$ cat config.mk
export PLATFORM = sky130hd
export DESIGN_NAME = piece_dealer
export DESIGN_NICKNAME = d
export VERILOG_FILES = /design/src/rtl/piece_dealer.sv
export SDC_FILE = /design/constraint.sdc
export NUM_CORES = 1
export LEC_CHECK = 0
export CAP_MARGIN = 20
export CORE_ASPECT_RATIO = 0.6
export CORE_UTILIZATION = 48
export CTS_BUF_LIST = sky130_fd_sc_hd__clkbuf_2
export CTS_CLUSTER_SIZE = 30
export DETAILED_ROUTE_END_ITERATION = 8
export GPL_ROUTABILITY_DRIVEN = 1
export PLACE_DENSITY_LB_ADDON = 0.25
export SLEW_MARGIN = 20
export SYNTH_ARGS = -nofsm -noshare
export SYNTH_HDL_FRONTEND = slang
export SYNTH_SLANG_ARGS = --single-unit
export TNS_END_PERCENT = 50
$ cat constraint.sdc
create_clock -name clk -period 1.5 [get_ports clk]
set_input_delay 0.15 -clock clk [delete_from_list [all_inputs] [get_ports clk]]
set_output_delay 0.15 -clock clk [all_outputs]
set_load 0.03 [all_outputs]
$ cat src/rtl/piece_dealer.sv
// piece_dealer: latches a 7-piece bag from a producer and deals it one piece
// per handshake, with a one-entry preview, back-to-back reload on the last
// piece, and a sticky error flag for bags that are not a permutation of 0..6.
module piece_dealer (
  input  logic        clk,
  input  logic        nreset,
  input  logic        bag_done,
  input  logic [20:0] bag,
  output logic        newbag,
  input  logic        piece_req,
  output logic        piece_valid,
  output logic [2:0]  piece,
  output logic [2:0]  next_piece,
  output logic [2:0]  pieces_left,
  output logic        bag_err
);

  typedef enum logic {
    WAIT = 1'b0,
    DEAL = 1'b1
  } state_t;

  localparam logic [2:0]  NONE     = 3'b111;
  localparam logic [2:0]  BAG_SIZE = 3'd7;
  localparam logic [20:0] EMPTY    = '1;

  state_t      state, state_nxt;
  logic [20:0] buffer, buffer_nxt;
  logic [2:0]  left, left_nxt;
  logic        newbag_nxt;
  logic        err_nxt;

  logic        qual_done;
  logic        xfer;
  logic        last;
  logic        load;
  logic [6:0]  seen;
  logic        bag_ok;

  // While a newbag pulse is in flight the producer still shows its old done,
  // so done only counts when no clear is pending.
  assign qual_done = bag_done && !newbag;
  assign xfer      = (state == DEAL) && piece_req;
  assign last      = (left == 3'd1);
  assign load      = qual_done && ((state == WAIT) || (xfer && last));

  // Permutation check: seven slots holding seven distinct codes 0..6 cover
  // every code exactly once, so a full "seen" mask is sufficient.
  always_comb begin
    seen = '0;
    for (int k = 0; k < 7; k++) begin
      if (bag[3*k +: 3] != NONE) seen[bag[3*k +: 3]] = 1'b1;
    end
    bag_ok = &seen;
  end

  // Next-state logic: shift on transfer, reload on a qualified done.
  always_comb begin
    // NOTE: every combinational output gets a default first so no path can
    // leave it unassigned and infer a latch.
    state_nxt  = state;
    buffer_nxt = buffer;
    left_nxt   = left;
    newbag_nxt = 1'b0;
    err_nxt    = bag_err;

    case (state)
      WAIT: begin
        if (load) state_nxt = DEAL;
      end
      DEAL: begin
        if (xfer) begin
          buffer_nxt = {NONE, buffer[20:3]};
          left_nxt   = left - 3'd1;
          if (last && !load) state_nxt = WAIT;
        end
      end
      default: state_nxt = WAIT;
    endcase

    // A load overrides the shift so the last transfer and the reload share
    // one edge and dealing continues without a bubble.
    if (load) begin
      buffer_nxt = bag;
      left_nxt   = BAG_SIZE;
      newbag_nxt = 1'b1;
      err_nxt    = bag_err || !bag_ok;
    end
  end

  // State register; reset discards held pieces and cuts any newbag pulse.
  always_ff @(posedge clk or negedge nreset) begin
    if (!nreset) begin
      state   <= WAIT;
      buffer  <= EMPTY;
      left    <= 3'd0;
      newbag  <= 1'b0;
      bag_err <= 1'b0;
    end else begin
      // NOTE: sequential state uses non-blocking assignments so every register
      // samples the pre-edge values regardless of statement order.
      state   <= state_nxt;
      buffer  <= buffer_nxt;
      left    <= left_nxt;
      newbag  <= newbag_nxt;
      bag_err <= err_nxt;
    end
  end

  // Dealing outputs decoded from the state and the head of the buffer.
  always_comb begin
    piece_valid = (state == DEAL);
    pieces_left = left;
    piece       = (state == DEAL) ? buffer[2:0] : NONE;
    next_piece  = ((state == DEAL) && (left > 3'd1)) ? buffer[5:3] : NONE;
  end

endmodule

==> run metrics, run 1 <==
status=finished with violations; violated checks=setup timing; core area=0.00336 mm2; Post-DP HPWL=3540 um; layout cells sized above 1=a little over a third; ant diodes=0; Tcrit/Tclk final=118%; final WL=5190 um; Clock Latency Late Sink=0.39 ns; total track usage=a little over a quarter; number of routed nets with antenna violations=0; Startpoint Class=flip-flop; total gr overflow=0; Clk pin slew, worst setup/hold paths=0.25 ns; Synth top cells by count=nand2_1 (44), nor2_1 (34), a31oi_1 (22); dpl cells=between 300 and 400; Final Power=roughly 3300 uW; Starting DRT DRC Count=180; detailed-router iteration count before antenna repair=4; final setup vio count=27; DR WL/cell=15.5 um; number of synthesized flops with an enable pin=0; count leader, synth=nand2_1; Initial Util=between 50% and 60%; nets=318; routability cong.=0.966; leading area contributor after synthesis=dfstp_2; final hold slack=roughly 0.093 ns; PD cells=~1300 mW/mm2; TritonCTS clock tree=built; minimum clock period=between 1.5 and 2 ns; sequential fraction of the synthesis area=40.0%; FP Rows=16; CP startpoint=pieces_left[0]$_DFFE_PN0P_; Crit Path Category=flip-flop to primary output; Fmax=0.565 GHz; unrepaired setup endpoints after global routing=true; clk_skew=0.0178 ns; FFs w/ async S/R, synth=100%; Filler cells=approximately 250; die height=48.8 um; count of cell types in the netlist=32; pre-CTS setup slack=-0.219 ns; actual slew at the worst max-slew pin=0.342 ns; Inserted Clock Buffers=3; Via density=5.55; crit end category=primary output; final cell count without fillers=335; die width=80.1 um; Max Cap Viol=0; buffers added on ports=36; VDD IR max=0.921 mV; cts hold-fix bufs=0; first-pass GRT wire length=approximately 8000 um; detailed-route DRC error count=0; Yosys top cell area share=31.4%; via count=1860; die area=0.00391 mm2; Mapped Area=0.00176 mm2; worst hold path class=input pin to async pin; Final Max Slew Viols=0; Setup WS post-layout=-0.270 ns; Yosys reg bits=27; syn_area_per_cell=7.70 um2; Synth Instances=228; synth top area cells=dfstp_2 (31%), nand2_1 (9.4%), dfrtp_1 (8.6%), a31oi_1 (7.8%), nor2_1 (7.3%); P_leak=0.00111 uW; reg-to-reg critical path startpoint=pieces_left[1]$_DFFE_PN0P_; initial antenna violation count=0; Arr. time, crit path=between 1.5 and 2 ns; CTS sink cnt=27; final cell utilization of the core=76.3%; Worst Path Required=around 1.4 ns; Hold Fails Final Rpt=0; CTS root buf=clkbuf_2; yosys warns=0; Worst slew margin=77.2%; vias in the first global route=1724; pin count of the biggest net entering global routing=40; CP max FO=3; Area Growth Syn to Fin=46.2%; IO Pins=37; Longest Clk Path Bufs=2; Synthesized Nets=255; CTS HTree Levels=1; Most used DFF post-synth=dfstp_2
-- metal layers --
metal / global-route usage [%] / vias up / share of wire, %
li1: - / 921 / -
met5: 0 / - / 0
met2: 39.2 / 68 / 44
met1: 39.3 / 868 / 46
met4: 3.57 / 0 / 0.56
met3: 9.35 / 3 / 9.4
-- cell usage in the layout (no fill, tap or decap), drive strengths merged --
cell / netlist / routed
nand4: 3 / 3
a22oi: 3 / 3
nor4: 1 / 1
a21oi: 7 / 7
inv: 5 / 5
clkbuf: 13 / 6
dfrtp: 6 / 6
nand2b: 5 / 5
or4: 1 / 1
ha: 2 / 2
a31oi: 22 / 22
dlygate4sd2: 0 / 4
nor2: 34 / 34
nand2: 44 / 44
nor3: 10 / 10
nor3b: 8 / 8
nand3: 1 / 1
o22a: 2 / 2
buf: 8 / 49
o22ai: 1 / 1
a311oi: 2 / 2
a21o: 1 / 1
a211oi: 3 / 3
clkdlybuf4s50: 0 / 24
or2: 3 / 3
o21a: 1 / 1
dfstp: 21 / 21
nand3b: 14 / 14
o21ai: 6 / 6
and3: 1 / 1
-- critical path: stages (launching register included) --
cell and delay, ns:
dfrtp_2 0.49, ha_4 0.18, a21oi_2 0.11, o21ai_2 0.10, or2_4 0.24, buf_6 0.14
-- layout make-up --
cell class,instances,area (um2),area share (%)
multi-input cells,175,1050,40.9
repair buffers,79,713,27.8
flip-flops and latches,27,706,27.5
well taps,45,56.3,2.19
inverters,5,21.3,0.829
clock buffers,4,20.0,0.780
-- flip-flops by register name, indices dropped and copies added (netlist names) --
signal / cells
pieces_left: 3
buffer: 21
newbag: 1
bag_err: 1
piece_valid: 1
-- stage by stage --
step | instance area (um2) | setup TNS (ns)
floorplan | 1800 | -0.163
global placement | 2380 | -0.206
detailed placement | 2380 | -0.378
CTS | 2450 | -2.96
global route | 2570 | -6.43
finish | 2570 | -3.41
-- power by group --
group	switching (uW)	internal (uW)
Combinational	897	763
Clock	223	70.2
Sequential	190	1120
-- path summary, 6_finish.rpt --
| check | end | slack [ns] | cells after the start |
|---|---|---|---|
| max | next_piece[2] | -0.27 | 5 |
| min | bag_err$_DFFE_PN0P_ | 0.09 | 2 |
| max reg2reg | buffer[15]$_DFFE_PN1P_ | -0.22 | 11 |
| min reg2reg | buffer[8]$_DFFE_PN1P_ | 0.50 | 2 |
| max in group asynchronous | buffer[20]$_DFFE_PN1P_ | 1.09 | 2 |
| min in group clk | piece_valid$_DFF_PN0_ | 0.39 | 3 |
-- repair_timing --
item,CTS,global route
setup endpoints to repair,31,35
gates resized for setup,26,40
gates cloned,0,0
pin swaps,2,19
buffers inserted,3,8
-- logic make-up after synthesis --
family                   Yosys count  synth area share, %
AND/OR/NAND/NOR                  125                 35.0
adder cells (fa/ha/maj)            2                 1.43
AO/OA/AOI/OAI                     48                 17.3
buffers and inverters             26                 6.27
flip-flops                        27                 40.0
Power figures use the tool's default switching activity.
==> run 2, diff against run 1 <==
--- a/config.mk
+++ b/config.mk
@@ -5,6 +5,7 @@
 export SDC_FILE = /design/constraint.sdc
 export NUM_CORES = 1
 export LEC_CHECK = 0
+export ABC_AREA = 1
 export CAP_MARGIN = 20
 export CORE_ASPECT_RATIO = 0.6
 export CORE_UTILIZATION = 48
==> constraint.sdc (replaced) <==
create_clock -name clk -period 1.5 [get_ports clk]
set_input_delay 0.3 -clock clk [delete_from_list [all_inputs] [get_ports clk]]
set_output_delay 0.3 -clock clk [all_outputs]
set_load 0.03 [all_outputs]
==> run 2 against run 1 <==
Effect of this change:
- the flow still finishes with violations (setup timing)
- final area is 10% higher
- sequential power decreased by 7%
- wire length up 13%
- final cell count increased by 19%
- setup slack got worse by 0.19 ns
- maximum frequency down 9.6%
- critical path type unchanged
==> run metrics, run 2 <==
status=finished with violations; violated checks=setup timing; syn_area_per_cell=6.87 um2; Final Max Slew Viols=0; number of routed nets with antenna violations=0; FFs w/ async S/R, synth=100%; buffers added on ports=36; cts hold-fix bufs=0; pre-CTS setup slack=-0.431 ns; delay-heaviest family, CP=flip-flops; Critical Path, Cell by Cell=ha_4, nand2_4, nand2_4, a31oi_4, buf_4, nand2_4, buf_6; Worst slew margin=77.0%; unrepaired setup endpoints after global routing=true; PD cells=1290 mW/mm2; CTS sink cnt=27; cell count along the critical path=7; first-pass GRT wire length=8700 um; Arr. time, crit path=1.66 ns; flip-flop count of the largest register after layout=21; final setup vio count=30; Post-DP HPWL=a little under 4000 um; Area Growth Syn to Fin=53.1%; Max Cap Viol=0; Most Frequent Cell on Critical Path=nand2_4; CTS root buf=clkbuf_2; count leader, synth=nand2_1; largest reg by FF count=buffer; yosys warns=0; Most used DFF post-synth=dfstp_2; final WL=5860 um; Inserted Clock Buffers=3; Startpoint Class=flip-flop; CP max FO=3; TritonCTS clock tree=built; DR WL/cell=14.7 um; die height=50.1 um; Fin Setup TNS=-2.94 ns; clk_skew=0.0216 ns; layout cells sized above 1=a little under two fifths; slowest CP cell=dfrtp_2; crit end category=primary output; Yosys top cell area share=29.9%; detailed-router iteration count before antenna repair=6; Yosys reg bits=27; Mapped Area=0.00185 mm2; Synthesized Nets=296; ant diodes=0; Via density=5.40; commonest non-fill, non-tap cell in the layout=nand2_1; total gr overflow=0; Synth Instances=269; P_leak=between 0.001 and 0.0015 uW; nets=380; Hold Fails Final Rpt=0; actual slew at the worst max-slew pin=0.345 ns; vias in the first global route=slightly below 2000; total track usage=28.4%; die area=0.00411 mm2; Fmax=0.511 GHz; worst hold path class=input pin to async pin; Setup WS post-layout=-0.457 ns; Worst Path Required=1.20 ns; leading area contributor after synthesis=dfstp_2; core area=0.00368 mm2; synth top area cells=dfstp_2 (30%), nand2_1 (11%), nand3_1 (11%), dfrtp_1 (8.1%), nor2_1 (7.7%); initial antenna violation count=0; Filler cells=260; VDD IR max=1.21 mV; routability cong.=0.943; Tcrit/Tclk final=130%; most frequent cells in the layout=nand2_1 (49), buf_4 (42), nand3_1 (41); Synth top cells by count=nand2_1 (55), nand3_1 (41), nor2_1 (38); pin count of the biggest net entering global routing=28; Final Power=3660 uW; minimum clock period=1.96 ns; die width=approximately 82 um; sequential fraction of the synthesis area=about 38%; r2r worst-path depth=10; Longest Clk Path Bufs=2; CP peak stage delay=0.48 ns; via count=2153; CTS HTree Levels=1; IO Pins=37; final hold slack=0.272 ns; Clk pin slew, worst setup/hold paths=0.25 ns; FP Rows=17; detailed-route DRC error count=0; Initial Util=50.2%; Clock Latency Late Sink=0.38 ns; Starting DRT DRC Count=208; Crit Path Category=flip-flop to primary output; number of synthesized flops with an enable pin=0; CP bufs+invs=2; count of cell types in the netlist=23
[run 2: area by class of cell]
cell class              count  area (um2)  share of cell area, %
well taps                  47        58.8                   2.08
clock buffers               4        20.0                  0.707
multi-input cells         196        1050                   37.3
inverters                  39         179                   6.32
flip-flops and latches     27         706                   24.9
repair buffers             86         812                   28.7
[run 2: final timing paths]
kind                                            start  slack (ns)                     end
max in group asynchronous                      nreset        0.90  buffer[17]$_DFFE_PN1P_
setup reg to reg           pieces_left[1]$_DFFE_PN0P_       -0.14  buffer[11]$_DFFE_PN1P_
setup / recovery           pieces_left[0]$_DFFE_PN0P_       -0.46           next_piece[0]
min in group clk                buffer[2]$_DFFE_PN1P_        0.51   buffer[2]$_DFFE_PN1P_
hold / removal                                 nreset        0.27     bag_err$_DFFE_PN0P_
hold reg to reg                 buffer[2]$_DFFE_PN1P_        0.51   buffer[2]$_DFFE_PN1P_
[run 2: what timing repair did]
action	in CTS	in global routing
endpoints found under the setup margin	16	32
resized for setup	48	28
cloned	0	2
buffers inserted	2	4
pin swaps	3	3
[run 2: power by group]
part,switching (uW),internal [uW],total [uW]
sequential,136,1090,1220
clock,217,70.3,287
combinational,1170,984,2150
[run 2: stage by stage]
step	area [um2]	std cells	utilization [%]
4_1_cts	2660	393	72.4
3_3_place_gp	2600	387	70.8
2_1_floorplan	1910	269	-
6_report	2830	399	76.9
3_5_place_dp	2600	387	70.8
5_1_grt	2830	399	76.9
[run 2: logic make-up (layout without fill, tap and decap cells)]
logic type | count (synthesis) | count (layout) | synth area share [%]
and+or+nand+nor | 148 | 148 | 35.4
adders and majority gates | 2 | 2 | 1.35
DFF | 27 | 27 | 38.0
AOI/OAI and AO/OA | 46 | 46 | 14.6
buffers and inverters | 46 | 129 | 10.6
[run 2: routing by layer]
metal  routed length [um]  global-route usage (%)
met1                 2550                    38.6
met2                 2700                    44.2
met3                  540                    10.6
met4                   68                    3.51
met5                    0                       0
